## src/rtl/uart_param_core.sv

```systemverilog
// Parametrised full-duplex UART: configurable width, parity, stop bits and RX oversampling.
// TX and RX are independent FSMs sharing only clock and reset.
module uart_param_core #(
    parameter int CLK_FREQ   = 50000000,
    parameter int BAUD       = 115200,
    parameter int DATA_BITS  = 8,
    parameter int PARITY     = 0,
    parameter int STOP_BITS  = 1,
    parameter int OVERSAMPLE = 16
) (
    input  logic                 clk,
    input  logic                 rst,
    input  logic                 tx_start,
    input  logic [DATA_BITS-1:0] tx_data,
    output logic                 tx,
    output logic                 busy,
    input  logic                 rx,
    output logic [DATA_BITS-1:0] rx_data,
    output logic                 valid_rx,
    output logic                 stop_error,
    output logic                 parity_error
);

    localparam int BIT_CLKS   = CLK_FREQ / BAUD;
    localparam int DIV        = BIT_CLKS / OVERSAMPLE;
    localparam bit HAS_PARITY = (PARITY != 0);

    localparam int TX_CNT_W = $clog2(STOP_BITS * BIT_CLKS);
    localparam int BIDX_W   = $clog2(DATA_BITS);
    localparam int DIV_W    = (DIV > 1) ? $clog2(DIV) : 1;
    localparam int TK_W     = $clog2(OVERSAMPLE);

    localparam logic [TX_CNT_W-1:0] TX_BIT_LAST  = TX_CNT_W'(BIT_CLKS - 1);
    localparam logic [TX_CNT_W-1:0] TX_STOP_LAST = TX_CNT_W'(STOP_BITS * BIT_CLKS - 1);
    localparam logic [BIDX_W-1:0]   BIDX_LAST    = BIDX_W'(DATA_BITS - 1);
    localparam logic [DIV_W-1:0]    DIV_LAST     = DIV_W'(DIV - 1);
    localparam logic [TK_W-1:0]     TK_HALF      = TK_W'(OVERSAMPLE / 2 - 1);
    localparam logic [TK_W-1:0]     TK_FULL      = TK_W'(OVERSAMPLE - 1);
    localparam logic                STOP_IDX_LAST = 1'(STOP_BITS - 1);

    typedef enum logic [2:0] {
        S_IDLE,
        S_START,
        S_DATA,
        S_PARITY,
        S_STOP
    } state_t;

    // ---------------- TX ----------------
    state_t                tx_state, tx_state_n;
    logic [TX_CNT_W-1:0]   tx_cnt;
    logic [BIDX_W-1:0]     tx_bit;
    logic [DATA_BITS-1:0]  tx_shreg;
    logic                  tx_par;
    logic                  tx_last;

    // The stop phase is one long state covering all stop bits.
    assign tx_last = (tx_cnt == ((tx_state == S_STOP) ? TX_STOP_LAST : TX_BIT_LAST));

    always_comb begin
        tx_state_n = tx_state;
        case (tx_state)
            S_IDLE:   if (tx_start) tx_state_n = S_START;
            S_START:  if (tx_last) tx_state_n = S_DATA;
            S_DATA:   if (tx_last && tx_bit == BIDX_LAST)
                          tx_state_n = HAS_PARITY ? S_PARITY : S_STOP;
            S_PARITY: if (tx_last) tx_state_n = S_STOP;
            S_STOP:   if (tx_last) tx_state_n = S_IDLE;
            default:  tx_state_n = S_IDLE;
        endcase
    end

    always_ff @(posedge clk) begin
        if (rst) begin
            tx_state <= S_IDLE;
            tx_cnt   <= '0;
            tx_bit   <= '0;
            tx_shreg <= '0;
            tx_par   <= 1'b0;
            tx       <= 1'b1;
            busy     <= 1'b0;
        end else begin
            tx_state <= tx_state_n;
            tx_cnt   <= (tx_state == S_IDLE || tx_last) ? '0 : tx_cnt + 1'b1;
            case (tx_state)
                S_IDLE: if (tx_start) begin
                    tx_shreg <= tx_data;
                    tx_par   <= (PARITY == 1) ? ~(^tx_data) : ^tx_data;
                    tx_bit   <= '0;
                    tx       <= 1'b0;
                    busy     <= 1'b1;
                end
                S_START: if (tx_last) tx <= tx_shreg[0];
                S_DATA: if (tx_last) begin
                    if (tx_bit == BIDX_LAST) begin
                        tx <= HAS_PARITY ? tx_par : 1'b1;
                    end else begin
                        tx_shreg <= tx_shreg >> 1;
                        tx       <= tx_shreg[1];
                        tx_bit   <= tx_bit + 1'b1;
                    end
                end
                S_PARITY: if (tx_last) tx <= 1'b1;
                S_STOP:   if (tx_last) busy <= 1'b0;
                default:  ;
            endcase
        end
    end

    // ---------------- RX ----------------
    state_t                rx_state, rx_state_n;
    logic                  rx_meta, rx_sync, rx_prev;
    logic [DIV_W-1:0]      div_cnt;
    logic                  rx_tick, rx_fall, rx_samp, rx_done;
    logic [TK_W-1:0]       rx_tk;
    logic [BIDX_W-1:0]     rx_bit;
    logic                  rx_stop_idx;
    logic [DATA_BITS-1:0]  rx_shreg;
    logic                  rx_par, rx_par_bad, rx_stop_bad;

    assign rx_tick = (div_cnt == DIV_LAST);
    // Edge-based start detection also keeps a stuck-low line from retriggering.
    assign rx_fall = rx_prev & ~rx_sync;
    assign rx_samp = rx_tick && (rx_tk == ((rx_state == S_START) ? TK_HALF : TK_FULL));
    assign rx_done = (rx_state == S_STOP) && rx_samp && (rx_stop_idx == STOP_IDX_LAST);

    always_comb begin
        rx_state_n = rx_state;
        case (rx_state)
            S_IDLE:   if (rx_fall) rx_state_n = S_START;
            S_START:  if (rx_samp) rx_state_n = rx_sync ? S_IDLE : S_DATA;
            S_DATA:   if (rx_samp && rx_bit == BIDX_LAST)
                          rx_state_n = HAS_PARITY ? S_PARITY : S_STOP;
            S_PARITY: if (rx_samp) rx_state_n = S_STOP;
            S_STOP:   if (rx_done) rx_state_n = S_IDLE;
            default:  rx_state_n = S_IDLE;
        endcase
    end

    always_ff @(posedge clk) begin
        if (rst) begin
            rx_meta      <= 1'b1;
            rx_sync      <= 1'b1;
            rx_prev      <= 1'b1;
            div_cnt      <= '0;
            rx_state     <= S_IDLE;
            rx_tk        <= '0;
            rx_bit       <= '0;
            rx_stop_idx  <= 1'b0;
            rx_shreg     <= '0;
            rx_par       <= 1'b0;
            rx_par_bad   <= 1'b0;
            rx_stop_bad  <= 1'b0;
            rx_data      <= '0;
            valid_rx     <= 1'b0;
            stop_error   <= 1'b0;
            parity_error <= 1'b0;
        end else begin
            rx_meta  <= rx;
            rx_sync  <= rx_meta;
            rx_prev  <= rx_sync;
            div_cnt  <= rx_tick ? '0 : div_cnt + 1'b1;
            rx_state <= rx_state_n;
            valid_rx <= rx_done;
            if (rx_state == S_IDLE)
                rx_tk <= '0;
            else if (rx_tick)
                rx_tk <= rx_samp ? '0 : rx_tk + 1'b1;
            case (rx_state)
                S_IDLE: begin
                    rx_bit      <= '0;
                    rx_stop_idx <= 1'b0;
                    rx_par      <= 1'b0;
                    rx_par_bad  <= 1'b0;
                    rx_stop_bad <= 1'b0;
                end
                S_DATA: if (rx_samp) begin
                    rx_shreg <= {rx_sync, rx_shreg[DATA_BITS-1:1]};
                    rx_par   <= rx_par ^ rx_sync;
                    rx_bit   <= rx_bit + 1'b1;
                end
                S_PARITY: if (rx_samp)
                    rx_par_bad <= rx_sync != ((PARITY == 1) ? ~rx_par : rx_par);
                S_STOP: if (rx_samp) begin
                    rx_stop_idx <= rx_stop_idx + 1'b1;
                    rx_stop_bad <= rx_stop_bad | ~rx_sync;
                    if (rx_done) begin
                        rx_data      <= rx_shreg;
                        stop_error   <= rx_stop_bad | ~rx_sync;
                        parity_error <= rx_par_bad;
                    end
                end
                default: ;
            endcase
        end
    end

endmodule

```

## config.mk

```make
export PLATFORM = sky130hd
export DESIGN_NAME = uart_param_core
export DESIGN_NICKNAME = d
export VERILOG_FILES = /design/src/rtl/uart_param_core.sv
export SDC_FILE = /design/constraint.sdc
export NUM_CORES = 1
export LEC_CHECK = 0
export CORE_MARGIN = 2
export CORE_UTILIZATION = 53
export CTS_CLUSTER_SIZE = 16
export DETAILED_ROUTE_END_ITERATION = 7
export MAX_ROUTING_LAYER = met4
export PLACE_DENSITY_LB_ADDON = 0.05
export SYNTH_ARGS = -nofsm -noshare
export SYNTH_HDL_FRONTEND = slang
export SYNTH_SLANG_ARGS = --single-unit
export TNS_END_PERCENT = 1
```

## constraint.sdc

```tcl
create_clock -name clk -period 2.4 [get_ports clk]
set_input_delay 0.48 -clock clk [delete_from_list [all_inputs] [get_ports clk]]
set_output_delay 0.48 -clock clk [all_outputs]
set_load 0.05 [all_outputs]
```

# Yosys cells after proc, flatten, opt, wreduce, memory -nomap -nowiden
# Cells that the tools add are included.
[word_totals]
register_bits = 66
out_inout_bits = 13
[classes]
add_sub_neg = 6
eq_ne = 28
n_mux = 42
bitwise = 5
reduce_logical = 27
[op_table]
columns = ["operator", "n"]
rows = [
  ["$mux W3", 14],
  ["$pmux W3 S5", 2],
  ["$ne A2 B2 Y1 const B", 14],
  ["$mux W8", 3],
  ["$pmux W8 S2", 1],
  ["$reduce_and A5 Y1", 3],
  ["$eq A3 B2 Y1 const B", 4],
  ["$eq A3 B3 Y1 const B", 4],
  ["$pmux W3 S2", 2],
  ["$mux W1", 11],
  ["$pmux W1 S2", 5],
  ["$reduce_bool A2 Y1", 5],
  ["$add A9 B1 Y9 const B", 1],
  ["$eq A9 B9 Y1 const B", 1],
  ["$mux W4", 2],
  ["$reduce_and A2 Y1", 4],
  ["$add A3 B1 Y3 const B", 2],
  ["$eq A3 B1 Y1 const B", 2],
  ["$logic_not A3 Y1", 2],
  ["$reduce_and A3 Y1", 2],
  ["$reduce_or A2 Y1", 3],
  ["$add A5 B1 Y5 const B", 1],
  ["$eq A5 B5 Y1 const B", 1],
  ["$logic_and A1 B1 Y1", 5],
  ["13 further kinds", 14],
]

# Logic depth before layout (Yosys ltp)
[depth]
word_depth = 8
mapped_depth = 7
mapped_depth_nobuf = 6

# Worst setup path after synthesis
# Ideal clock, no wire load.
[synth_path]
path_type = "register to register"
startpoint = "reg tx_cnt[0]"
endpoint = "reg tx_bit[0]"
arrival_ns = 1.717
required_ns = 2.330
slack_ns = 0.614
path_stages_with_launch = 6
n_path_buf = 0
synth_period_minus_slack_ns = 1.786
cell_sequence = "dfxtp_1 > ha_1 > nand2_4 > or4_4 > or4_1 > a21oi_1"
[synth_between]
elab_chain_cells = 3
[synth_lines]
columns = ["item", "line", "source"]
rows = [
  ["from (decl)", "51", "logic [TX_CNT_W-1:0] tx_cnt;"],
  ["from (signal assigned)", "84", "tx_cnt <= (tx_state == S_IDLE || tx_last) ? '0 : tx_cnt + 1'b1;"],
  ["$eq A9 B9 Y1", "58", "assign tx_last = (tx_cnt == ((tx_state == S_STOP) ? TX_STOP_LAST : TX_BIT_LAST));"],
  ["$ne A2 B2 Y1 (no line)", "-", ""],
  ["$reduce_and A4 Y1 (no line)", "-", ""],
  ["to (signal assigned)", "100", "tx_bit <= tx_bit + 1'b1;"],
  ["to (decl)", "52", "logic [BIDX_W-1:0] tx_bit;"],
]
# Every way passes these cells.
# A chain may end at the register's enable or synchronous reset.

# Final worst setup path
[layout_path]
startpoint = "reg rx_data[0]"
endpoint = "out rx_data[0]"
[layout_rtl]
columns = ["item", "line", "source"]
rows = [
  ["from (decl)", "18", "output logic [DATA_BITS-1:0] rx_data,"],
  ["from (signal assigned)", "188", "rx_data <= rx_shreg;"],
]
# No word-level cell between the ends.

==> flow_summary.json <==
{
  "status": "completed",
  "io_buffers": 24,
  "postSynthNetCount": 338,
  "synth_top_flop_cell": "dfxtp_1",
  "peakVddDrop_mv": 0.559,
  "fin_crit_sh": 0.814,
  "clk_pin_slew_ns": 0.07,
  "hold_class": "flip-flop to flip-flop",
  "maxCapViolCount": 0,
  "async_reset_ff_frac": 0,
  "crit_arrival_ns": 1.47,
  "cts_tree": "built",
  "grt_setup_unrepaired": "false",
  "p_switching_uw": 504,
  "mostFrequentLayoutCells": "dfxtp_1 (66), nor2_1 (43), mux2i_1 (25), clkdlybuf4s50_1 (23), a21oi_1 (21)",
  "drc": 0,
  "critical_path_peak_fanout": 2,
  "core_sq_um": 5470,
  "worst_slack_ns": 0.446,
  "ys_seq_elements": 66,
  "synth_cells": 317,
  "cts_made_buffers": 9,
  "slew_violations": 0,
  "dr.pass1.iters": 4,
  "cts_max_path_buffers": 2,
  "cts_setup_buffers": 0,
  "nets": 363,
  "r2r_slack_ns": 0.52,
  "fmax_mhz": 512,
  "critical_path.slowest_cell": "clkdlybuf4s50_1",
  "fin_skew_ns": 0.00786,
  "fin_setup_tns_ns": 0,
  "drt-initial-drc-count": 69,
  "wl_per_cell_um": 12.6,
  "grt.total_usage": 0.191,
  "path_buf_inv": 1,
  "start_kind": "flip-flop",
  "rows": 27,
  "finalNonFillerCells": 419,
  "drive_above_1_share": 0.104,
  "r2r_start": "tx_cnt[0]",
  "crit_cells": 1,
  "wl_um": 5270,
  "clkPwrFrac": 0.422,
  "vias_per_cell": 5.35,
  "die_h_um": 78.9,
  "hpwlAfterDp_um": 3600,
  "synth_seq_area_share": 0.444,
  "grt_max_degree": 30,
  "endpoint": "rx_data[0]",
  "syn_area_per_cell_sq_um": 9.38,
  "start_util": 0.543,
  "antenna_found_initial": 0,
  "leakage_uw": 0.00130,
  "comb_power_share": 0.064,
  "cp-end-kind": "primary output",
  "n_antenna_cell": 0,
  "swShare": 0.227,
  "rr_endpoint": "tx_bit[0]",
  "reg2reg_depth": 5,
  "cpPeakStageDelay_ns": 0.81,
  "hold_ws_ns": 0.411,
  "grt_pass1_vias": 2080,
  "cts_sinks": 66,
  "path_class": "flip-flop to primary output",
  "finalHoldViolations": 0,
  "post-place-ws_ns": 0.351,
  "cp_top_family": "buffers and inverters",
  "die_area_sq_um": 6230,
  "cts_resized": 0,
  "dp.cells": 403,
  "layout_commonest_cell": "dfxtp_1",
  "synth_edf_count": 0,
  "clkLatencyLatePin_ns": 0.33,
  "gp_congestion": 0.780,
  "io-pin-count": 25,
  "setup_viol": 0,
  "finalCriticalPeriod_ns": 1.95,
  "num_vias": 2243,
  "die_w_um": 78.9,
  "hold_buffers": 0,
  "power_density_nw_per_um2": 641,
  "synth_area_sq_um": 2970,
  "required_ns": 1.92,
  "clockRootBuffer": "clkbuf_8",
  "p_seq_frac": 0.514,
  "ys_types": 54,
  "nFillCells": 490,
  "area_growth_syn_to_layout_pct": 16.3,
  "internal_power_uw": 1710,
  "postRouteAntennaNets": 0,
  "hp-start": "rx_meta",
  "htree_levels": 3,
  "setup.worst_path.start": "rx_data[0]",
  "gr-total-overflow": 0,
  "crit_chain": "clkdlybuf4s50_1",
  "synth_warnings": 0,
  "max_slew.worst_pin.slew_ns": 0.544,
  "grt_pass1_wl_um": 9100,
  "slew_headroom": 0.638
}
## cell usage after synthesis, drive strengths merged, types with 6 or more instances
cell,number,area [sq um]
a21oi,21,105
buf,7,40.0
clkbuf,10,62.6
dfxtp,66,1320
ha,9,113
inv,9,33.8
mux2i,25,250
nand2,11,48.8
nand3,10,50.1
nor2,43,161
nor3,6,30.0
nor3b,6,55.1
o21ai,17,85.1
or3,9,56.3
xnor2,10,87.6
## sequential cells by signal (all words and copies together) (netlist names), 3 cells and up
| name | count |
|---|---|
| tx_cnt | 9 |
| rx_data | 8 |
| rx_shreg | 8 |
| tx_shreg | 8 |
| div_cnt | 5 |
| rx_tk | 4 |
| rx_bit | 3 |
| rx_state | 3 |
| tx_bit | 3 |
| tx_state | 3 |
## kinds of logic (layout without fill, tap and decap cells)
kind of cell    Yosys count  count (layout)  synth area share
simple gates            117             117             0.224
flops                    66              66             0.444
buf+inv                  26              56            0.0459
fa+ha+maj                 9               9            0.0379
compound gates           60              60             0.123
mux                      25              25            0.0841
xor+xnor                 14              14            0.0412
## per-stage QoR
step	util	power (uW)	cell area, sq um
floorplan	-	1260	2970
global placement	0.595	1310	3260
detailed placement	0.595	1310	3260
CTS	0.632	2250	3460
global route	0.632	2320	3460
finish	0.632	2220	3460
## power by group through the flow
stage,logic (uW),registers (uW),clock network (uW)
floorplan,95.0,1170,0
global placement,140,1160,0
detailed placement,142,1160,0
CTS,142,1140,970
global route,158,1140,1020
finish,141,1140,937
## worst min-delay path by stage
stage,endpoint,depth (start not counted)
2_1_floorplan,rx_sync,1
5_1_grt,rx_sync,1
3_3_place_gp,rx_sync,1
6_report,rx_sync,1
3_5_place_dp,rx_sync,1
4_1_cts,rx_sync,1
## cell type report
type                       instances  area [sq um]  share of cell area
clock buffer                      11           151              0.0438
multi-input combinational        225          1520               0.440
timing repair buffer              31           288              0.0832
clock inverter                     5          52.6              0.0152
inverter                           9          33.8             0.00976
tap                               72          90.1              0.0260
sequential                        66          1320               0.382
## layer usage
| metal | vias up | part of all wire | GRT usage | wire length (um) |
|---|---|---|---|---|
| met5 | - | 0 | - | 0 |
| met4 | 0 | 0.011 | 0.0897 | 59 |
| met3 | 5 | 0.020 | 0.0477 | 103 |
| met2 | 18 | 0.45 | 0.297 | 2390 |
| met1 | 1049 | 0.52 | 0.235 | 2720 |
| li1 | 1171 | - | - | - |
No activity file was read; power rests on OpenSTA's default activity.
